### config.mk
export PLATFORM = sky130hd
export DESIGN_NAME = multi_clock_generate
export DESIGN_NICKNAME = d
export VERILOG_FILES = /design/src/rtl/clkgen_pkg.sv /design/src/rtl/clkgen_channel.sv /design/src/rtl/multi_clock_generate.sv
export SDC_FILE = /design/constraint.sdc
export NUM_CORES = 1
export LEC_CHECK = 0
export ABC_AREA = 0
export CORE_MARGIN = 2
export CORE_UTILIZATION = 55
export CTS_BUF_LIST = sky130_fd_sc_hd__clkbuf_4 sky130_fd_sc_hd__clkbuf_8
export DETAILED_ROUTE_END_ITERATION = 10
export GPL_ROUTABILITY_DRIVEN = 0
export PLACE_DENSITY = 0.76
export SETUP_SLACK_MARGIN = 0.15
export SLEW_MARGIN = 15
export SYNTH_ARGS = -nofsm -noshare
export SYNTH_HDL_FRONTEND = slang
export SYNTH_SLANG_ARGS = --single-unit
### constraint.sdc
create_clock -name s_clk -period 4.3 [get_ports s_clk]
set_input_delay 0.86 -clock s_clk [delete_from_list [all_inputs] [get_ports s_clk]]
set_output_delay 0.86 -clock s_clk [all_outputs]
set_load 0.05 [all_outputs]
### src/rtl/clkgen_pkg.sv
// Shared constants for the programmable clock/tick generator: mode encodings,
// common divisor values at 50 MHz and the channel-index width helper.
package clkgen_pkg;

    localparam logic MODE_TOGGLE = 1'b0;
    localparam logic MODE_PULSE  = 1'b1;

    // Divisors D at 50 MHz: TOGGLE gives 50e6 / (2(D+1)), PULSE ticks every D+1 cycles.
    localparam int unsigned DIV_1HZ  = 24_999_999;
    localparam int unsigned DIV_2HZ  = 12_499_999;
    localparam int unsigned DIV_1KHZ = 24_999;

    function automatic int ch_width(input int n_ch);
        return (n_ch > 1) ? $clog2(n_ch) : 1;
    endfunction

endpackage

### src/rtl/clkgen_channel.sv
// One generator channel: wrap counter, active and pending divisor/mode,
// and registered TOGGLE / PULSE outputs.
module clkgen_channel
    import clkgen_pkg::*;
#(
    parameter int   CNT_W    = 26,
    parameter int   DEF_DIV  = 24999999,
    parameter logic DEF_MODE = MODE_TOGGLE
) (
    input  logic             s_clk,
    input  logic             rst_n,
    input  logic             en_i,
    input  logic             wr_i,
    input  logic [CNT_W-1:0] div_i,
    input  logic             mode_i,
    output logic             pending_o,
    output logic             clk_o,
    output logic             tick_o
);

    logic [CNT_W-1:0] cnt_q, cnt_d;
    logic [CNT_W-1:0] div_q, div_d;
    logic [CNT_W-1:0] pdiv_q, pdiv_d;
    logic             mode_q, mode_d;
    logic             pmode_q, pmode_d;
    logic             pend_q, pend_d;
    logic             clk_q, clk_d;
    logic             tick_q, tick_d;
    logic             wrap;
    logic             apply;

    always_ff @(posedge s_clk or negedge rst_n) begin
        if (!rst_n) begin
            cnt_q   <= '0;
            div_q   <= CNT_W'(DEF_DIV);
            pdiv_q  <= CNT_W'(DEF_DIV);
            mode_q  <= DEF_MODE;
            pmode_q <= DEF_MODE;
            pend_q  <= 1'b0;
            clk_q   <= 1'b0;
            tick_q  <= 1'b0;
        end else begin
            cnt_q   <= cnt_d;
            div_q   <= div_d;
            pdiv_q  <= pdiv_d;
            mode_q  <= mode_d;
            pmode_q <= pmode_d;
            pend_q  <= pend_d;
            clk_q   <= clk_d;
            tick_q  <= tick_d;
        end
    end

    assign wrap  = en_i && (cnt_q == div_q);
    // A disabled channel has no phase to preserve, so it takes new config at once.
    assign apply = pend_q && (wrap || !en_i);

    always_comb begin
        cnt_d   = cnt_q + CNT_W'(1);
        div_d   = div_q;
        mode_d  = mode_q;
        clk_d   = clk_q;
        tick_d  = 1'b0;
        pdiv_d  = wr_i ? div_i : pdiv_q;
        pmode_d = wr_i ? mode_i : pmode_q;
        // A write landing on the apply edge re-arms the flag for the next wrap.
        pend_d  = wr_i || (pend_q && !apply);

        if (apply) begin
            div_d  = pdiv_q;
            mode_d = pmode_q;
        end

        if (!en_i) begin
            cnt_d = '0;
            clk_d = 1'b0;
        end else if (wrap) begin
            cnt_d = '0;
            if (apply && (pmode_q != mode_q)) begin
                clk_d = 1'b0;
            end else if (mode_q == MODE_TOGGLE) begin
                clk_d = ~clk_q;
            end else begin
                clk_d  = 1'b0;
                tick_d = 1'b1;
            end
        end
    end

    assign pending_o = pend_q;
    assign clk_o     = clk_q;
    assign tick_o    = tick_q;

endmodule

### src/rtl/multi_clock_generate.sv
// Multi-channel programmable clock/tick generator: decodes configuration
// writes into per-channel strobes and replicates the channel N_CH times.
module multi_clock_generate
    import clkgen_pkg::*;
#(
    parameter int   N_CH     = 4,
    parameter int   CNT_W    = 26,
    parameter int   DEF_DIV  = 24999999,
    parameter logic DEF_MODE = MODE_TOGGLE,
    localparam int  CH_W     = ch_width(N_CH)
) (
    input  logic             s_clk,
    input  logic             rst_n,
    input  logic [N_CH-1:0]  en,
    input  logic             cfg_wr,
    input  logic [CH_W-1:0]  cfg_ch,
    input  logic [CNT_W-1:0] cfg_div,
    input  logic             cfg_mode,
    output logic [N_CH-1:0]  cfg_pending,
    output logic [N_CH-1:0]  clk_out,
    output logic [N_CH-1:0]  tick_out
);

    genvar gi;
    generate
        for (gi = 0; gi < N_CH; gi++) begin : g_ch
            logic wr_ch;
            // Indices >= N_CH match no channel, so such writes are dropped.
            assign wr_ch = cfg_wr && (cfg_ch == CH_W'(gi));

            clkgen_channel #(
                .CNT_W    (CNT_W),
                .DEF_DIV  (DEF_DIV),
                .DEF_MODE (DEF_MODE)
            ) u_ch (
                .s_clk     (s_clk),
                .rst_n     (rst_n),
                .en_i      (en[gi]),
                .wr_i      (wr_ch),
                .div_i     (cfg_div),
                .mode_i    (cfg_mode),
                .pending_o (cfg_pending[gi]),
                .clk_o     (clk_out[gi]),
                .tick_o    (tick_out[gi])
            );
        end
    endgenerate

endmodule

==> metrics, run 1 <==
via count=just under 9,000; clock latency on the worst-skew pair=about 0.58 ns; io pins=48; initial DRC count=just over 500; antenna viol nets, final=0; # diodes=0; CORE AREA=roughly 0.027 sq mm; Avg Cell Area, Syn=13.1 sq um; nets=roughly 1,300; Final Skew=between 0.02 and 0.03 ns; post-CTS resize count=0; Synthesis Warnings=0; Startpoint Class=register; cells after synthesis=around 1,200; initial antenna violation count=1; final core utilization=between 60% and 70%; Async SR Flop Fraction=100%; final setup vio count=0; DRC=0; CTS tree=done; I/O Buffers=47; Syn Nets=~1,200; Final Max Tran Viols=0; Initial Util=around 56%; worst path arrival time=between 3 and 4 ns; hold buffers post-CTS=0; pwr dens=between 500 and 600 mW/mm^2; Worst Setup End Kind=register; share of layout cells above drive strength 1=around two fifths; outcome=finished clean; CP max FO=27; GRT Overall Usage=about 22%; Lkg Pwr=0.00760 uW; Synth cell types=39; first-pass GRT wire length=approximately 50,000 um; RSZ-0062 raised after global routing=false; Avg WL per Cell=roughly 19 um; Clock Root Buffer=clkbuf_8; Post-DP HPWL=between 20,000 and 25,000 um; max-cap viol count=0; Core Rows=60; clk sinks=approximately 330; CTS Buffer Depth=3; Slew Limit Headroom=between 30 and 40%; Tcrit/Tclk final=around 65%; register area share after synthesis=55.7%; register bit total from synthesis=332; Critical Setup Path Class=reg2reg; Setup Buffers After CTS=0; Hold Path Class=in2async; cts bufs inserted=54; largest net degree at the start of global routing=approximately 120; GRT overflow=0; clock slew at the register clock pins of the worst setup and hold paths=0.06 ns; Die Area=approximately 0.029 sq mm; drt first pass iters=4; Peak VDD IR=around 0.00026 V; die width=roughly 170 um; vias in the first global route=around 9,000; minimum clock period=between 2 and 3 ns; synthesized cell area=0.0152 sq mm; worst-margin pin slew=1.00 ns; WP data required=approximately 4.8 ns; Post-synth EDFFs=0; final WL=~30,000 um; Hold WS=about 0.4 ns; Sum Neg Setup Slack=0 ns; die height=between 150 and 200 um; FMAX=around 0.36 GHz; synth-to-layout area growth=12.7%; H-tree Lvls=2; via/cell ratio=around 5.5; Top FF cell, synth=dfrtp_1; count of final hold-check violations=0
[flip-flops by register name, summed over array words and instances, names as in the netlist]
| signal | count |
|---|---|
| g_ch.u_ch.cnt_q | 104 |
| g_ch.u_ch.div_q | 104 |
| g_ch.u_ch.pdiv_q | 104 |
| g_ch.u_ch.clk_o | 4 |
| g_ch.u_ch.mode_q | 4 |
| g_ch.u_ch.pending_o | 4 |
| g_ch.u_ch.pmode_q | 4 |
| g_ch.u_ch.tick_o | 4 |
[metal layers]
layer  wire length [um]  GRT usage (%)  vias to the layer above  share of wire, %
met5                  0              0                        -                 0
met4                805           7.84                        0               2.6
met3               1340           3.26                       54               4.3
met2              14200           34.7                      178                46
met1              14500           31.8                     4525                47
li1                   -              -                     4147                 -
[power by group]
part / switching, uW / internal [uW] / total (uW) / leakage (uW)
Combinational: 555 / 899 / 1450 / 0.00296
Sequential: 480 / 4020 / 4500 / 0.00399
Clock: 1240 / 1670 / 2910 / 0.000647
Total: 2280 / 6590 / 8870 / 0.00760
[cells by family after synthesis]
kind of cell	after synthesis	share of synthesized area, %
simple gates	312	10.2
xor+xnor	200	11.5
buf+inv	66	2.68
flops	332	55.7
fa+ha+maj	4	0.329
compound gates	28	1.60
mux	216	18.0
[Yosys cell counts (all sizes together), types with 2 or more instances]
master | count | area [sq um]
mux2 | 216 | 2730
dfrtp | 196 | 4900
xor2 | 147 | 1290
dfstp | 136 | 3570
nor2 | 127 | 477
xnor2 | 53 | 464
nand4 | 38 | 244
nor4 | 36 | 244
nand2 | 35 | 131
nand3 | 34 | 170
buf | 29 | 269
clkbuf | 20 | 75.1
inv | 17 | 63.8
and3 | 10 | 63.8
o31ai | 8 | 80.1
and4 | 7 | 61.3
nor3 | 7 | 35.0
a211o | 4 | 35.0
a21boi | 4 | 30.0
and2 | 4 | 25.0
ha | 4 | 50.1
nand2b | 4 | 25.0
o211ai | 4 | 30.0
o41a | 4 | 45.0
or4 | 4 | 31.3
o21ai | 3 | 15.0
or2 | 3 | 18.8
nand3b | 2 | 15.0
[metrics by stage]
stage | worst slack [ns] | cell area [sq um] | power (uW) | cells
6_report | 1.49 | 17100 | 8870 | 1614
5_1_grt | 1.33 | 17100 | 9290 | 1614
4_1_cts | 1.48 | 17100 | 8960 | 1614
3_5_place_dp | 1.48 | 15900 | 6010 | 1513
3_3_place_gp | 1.50 | 15900 | 5930 | 1513
2_1_floorplan | 2.08 | 15200 | 5520 | 1158
[cell usage in the layout, fill, tap and decap left out, types with 31 or more instances in the layout]
master | Yosys | layout
nor2_1 | 127 | 127
dfstp_2 | 136 | 136
nor4_1 | 33 | 31
mux2_2 | 136 | 136
clkbuf_8 | 0 | 75
nand4_1 | 37 | 37
mux2_4 | 80 | 80
xor2_1 | 147 | 147
nand3_1 | 34 | 34
nand2_1 | 35 | 35
clkdlybuf4s50_1 | 0 | 46
xnor2_1 | 53 | 53
dfrtp_1 | 196 | 196
[final cells by class]
class	instances	area (sq um)
Clock buffer	89	1140
Clock inverter	12	62.6
Fill cell	2022	9890
Inverter	17	63.8
Multi-Input combinational cell	760	6350
Sequential cell	332	8480
Tap cell	341	427
Timing Repair Buffer	63	621
[critical path: stages (launching register included)]
cell,delay (ns)
dfstp_2,0.55
xor2_1,0.06
nor4_1,0.37
nand4_1,0.36
o41a_2,0.91
mux2_4,0.42
[final timing paths]
kind,from,end,slack [ns],cells past startpoint
setup / recovery,g_ch[0].u_ch.div_q[12]$_DFFE_PN1P_,g_ch[0].u_ch.div_q[10]$_DFFE_PN0P_,1.49,5
hold / removal,rst_n,g_ch[2].u_ch.cnt_q[2]$_DFF_PN0_,0.40,1
setup reg to reg,g_ch[0].u_ch.div_q[12]$_DFFE_PN1P_,g_ch[0].u_ch.div_q[10]$_DFFE_PN0P_,1.49,5
hold reg to reg,g_ch[0].u_ch.pdiv_q[15]$_DFFE_PN0P_,g_ch[0].u_ch.div_q[15]$_DFFE_PN0P_,0.49,1
max in group asynchronous,rst_n,g_ch[3].u_ch.div_q[4]$_DFFE_PN1P_,2.96,2
min in group s_clk,g_ch[0].u_ch.pdiv_q[15]$_DFFE_PN0P_,g_ch[0].u_ch.div_q[15]$_DFFE_PN0P_,0.49,1
Power figures use the tool's default switching activity.
==> run 2, diff against run 1 <==
clock period = 2.6 ns   (was 4.3 ns; I/O delays follow)
==> run 2 against run 1 <==
Combinational power increased by 70%; setup slack got worse by 1.3 ns; clock skew decreased by 0.0064 ns; hold slack improved by 0.095 ns; flip-flop and latch count unchanged; core utilization increased by 0.93 points; cell area increased by 1.5%; total power increased by 64%; clock power increased by 59%.
==> metrics, run 2 (same netlist as run 1, synthesis figures left out) <==
CORE AREA=0.0270 sq mm (unchanged); Sum Neg Setup Slack=0 ns (unchanged); Clock Root Buffer=clkbuf_8; largest net degree at the start of global routing=87 (-28%); first-pass GRT wire length=51,100 um (+2.3%); clock power share=31.8% (-1.1 points); commonest non-fill, non-tap cell in the layout=dfrtp_1; Initial Util=56.3% (unchanged); vias in the first global route=9,330 (+1.0%); # diodes=0 (unchanged); RSZ-0062 raised after global routing=false; Peak VDD IR=0.000575 V (+120%); CP max FO=12 (-56%); met2 WL=14,400 um (+0.88%); initial antenna violation count=0 (-1); io pins=48 (unchanged); Core Rows=60 (unchanged); flop-to-flop setup slack=0.20 ns (-1.28 ns); initial DRC count=535 (+5.7%); die width=170 um (unchanged); total power draw=14,500 uW (+64%); most frequent cells in the layout=dfrtp_1 (196), xor2_1 (147), mux2_2 (136), dfstp_2 (136), nor2_1 (127); Reg-to-Reg Start=g_ch[2].u_ch.cnt_q[3]$_DFF_PN0_; die height=170 um (unchanged); WL met1=14,800 um (+2.1%); GRT overflow=0 (unchanged); Critical Setup Path Class=reg2reg; clk sinks=332 (unchanged); Avg WL per Cell=19.4 um (+1.4%); worst path arrival time=2.84 ns (-0.43 ns); Final Skew=0.0210 ns (-0.00642 ns); WP data required=3.05 ns (-1.70 ns); worst-margin pin slew=0.757 ns (-0.246 ns); GRT Overall Usage=22.8% (+0.65 points); switching part of the total=25.7% (+0.060 points); nets=1,290 (+1.7%); DRC=0 (unchanged); clock slew at the register clock pins of the worst setup and hold paths=0.06 ns (about the same); CP max stage cell=o41a_2; Cell Chain, Critical Path=xor2_1, nor4_2, nand4_2, o41a_2, buf_4, mux2_4; synth-to-layout area growth=14.3%; CTS tree=done; Slew Limit Headroom=49.6% (+17 points); I/O Buffers=47 (unchanged); Hold WS=0.496 ns (+0.0947 ns); Top Metal Used=met4; outcome=finished clean; internal power=10,800 uW (+64%); final WL=31,700 um (+2.6%); Placed Area=0.0162 sq mm (+1.8%); critical path depth=6 (+1); worst r2r path cells=6 (+1); Final Max Tran Viols=0 (unchanged); CTS Buffer Depth=3 (unchanged); crit path buf inv count=1 (+1); sw power=3740 uW (+64%); antenna viol nets, final=0 (unchanged); max-cap viol count=0 (unchanged); Min-Delay Endpoint=g_ch[1].u_ch.div_q[7]$_DFFE_PN0P_; FMAX=0.417 GHz (+17%); via count=9,126 (+2.5%); Hold Startpoint=g_ch[1].u_ch.pdiv_q[7]$_DFFE_PN0P_; part of the power in registers=51.2% (+0.5 points); Hold Path Class=reg2reg; Final Instance Area=0.0174 sq mm (+1.5%); clock latency on the worst-skew pair=0.58 ns (about the same); pwr dens=836 mW/mm^2 (+62%); max incr delay on CP=0.52 ns (-0.39 ns); count of final hold-check violations=0 (unchanged); worst reg2reg endpoint=g_ch[2].u_ch.div_q[10]$_DFFE_PN0P_; H-tree Lvls=2 (unchanged); Tcrit/Tclk final=92.2% (+27 points); minimum clock period=2.40 ns (-0.417 ns); Worst Setup End Kind=register; final setup vio count=0 (unchanged); combinational share of power=17.0% (+0.6 points); hold depth=1; Lkg Pwr=0.00773 uW (+1.8%); share of layout cells above drive strength 1=39.4% (+0.90 points); drt first pass iters=5 (+1); Startpoint Class=register; metal3 WL=1540 um (+15%); Die Area=0.0290 sq mm (unchanged); cts bufs inserted=53 (-1.9%); Critical Path Start=g_ch[2].u_ch.cnt_q[3]$_DFF_PN0_; Top delay family on crit path=simple AND/OR/NAND/NOR gates; Post-DP HPWL=21,500 um (+3.8%); biggest regs=g_ch.u_ch.cnt_q (104), g_ch.u_ch.div_q (104), g_ch.u_ch.pdiv_q (104); via/cell ratio=5.59 (+1.3%)
## run 2: cell types whose count changed in the layout (fill, tap and decap cells not counted)
cell / delta
clkbuf_4: +12
nor4_1: -1
clkinv_2: -6
clkinv_4: +1
buf_4: +11
buf_12: +11
clkinvlp_4: -1
nor4_2: +1
clkbuf_8: -10
o41a_2: -1
o41a_4: +1
dlygate4sd3_1: +1
## run 2: how the worst max path moves through the flow
stage,to,slack (ns)
after global routing,g_ch[2].u_ch.div_q[6]$_DFFE_PN0P_,0.14
after CTS,g_ch[2].u_ch.div_q[6]$_DFFE_PN0P_,0.16
after global placement,g_ch[3].u_ch.div_q[23]$_DFFE_PN0P_,0.15
final,g_ch[2].u_ch.div_q[10]$_DFFE_PN0P_,0.20
after detailed placement,g_ch[3].u_ch.div_q[23]$_DFFE_PN0P_,0.14
after floorplan,g_ch[2].u_ch.div_q[10]$_DFFE_PN0P_,0.40
## run 2: worst register-to-register path, delay by kind of cell (launching register included)
| kind | cells | cell delay (ns) |
|---|---|---|
| AO/OA/AOI/OAI | 1 | 0.52 |
| XOR/XNOR | 1 | 0.20 |
| AND/OR/NAND/NOR | 2 | 0.55 |
| multiplexers | 1 | 0.33 |
| flip-flops | 1 | 0.46 |
| buffers and inverters | 1 | 0.22 |
## run 2: power by group through the flow
stage	Sequential, uW	Clock, uW	Combinational (uW)
finish	7450	4620	2470
global route	7570	4970	2680
CTS	7450	4750	2480
detailed placement	7510	0	2470
global placement	7480	0	2370
floorplan	7200	0	1930
## run 2: area by class of cell
type / instances / area, sq um
multi-input cells: 760 / 6360
clock buffers: 91 / 1090
clock inverters: 6 / 33.8
flip-flops and latches: 332 / 8480
well taps: 341 / 427
fillers: 2055 / 9640
inverters: 17 / 63.8
repair buffers: 86 / 933
## run 2: stage by stage
step                      instances  setup slack, ns  util [%]
final                          1633            0.204      64.3
after global routing           1633            0.141      64.3
after CTS                      1630            0.157      64.2
after detailed placement       1532            0.141      60.0
after global placement         1532            0.153      60.0
after floorplan                1158            0.395         -
## run 2: routing by layer
metal / up-vias / track usage (%)
li1: 4175 / -
met1: 4688 / 32.8
met2: 199 / 35.0
met3: 64 / 4.12
met4: 0 / 8.25
met5: - / 0
## run 2: timing repair
item                                    CTS  global route
hold endpoints to repair                 18             0
resized for setup                         1             3
hold buffers                              1             0
pin swaps                                 0             4
endpoints found under the setup margin    8            52
setup buffers                             0             3
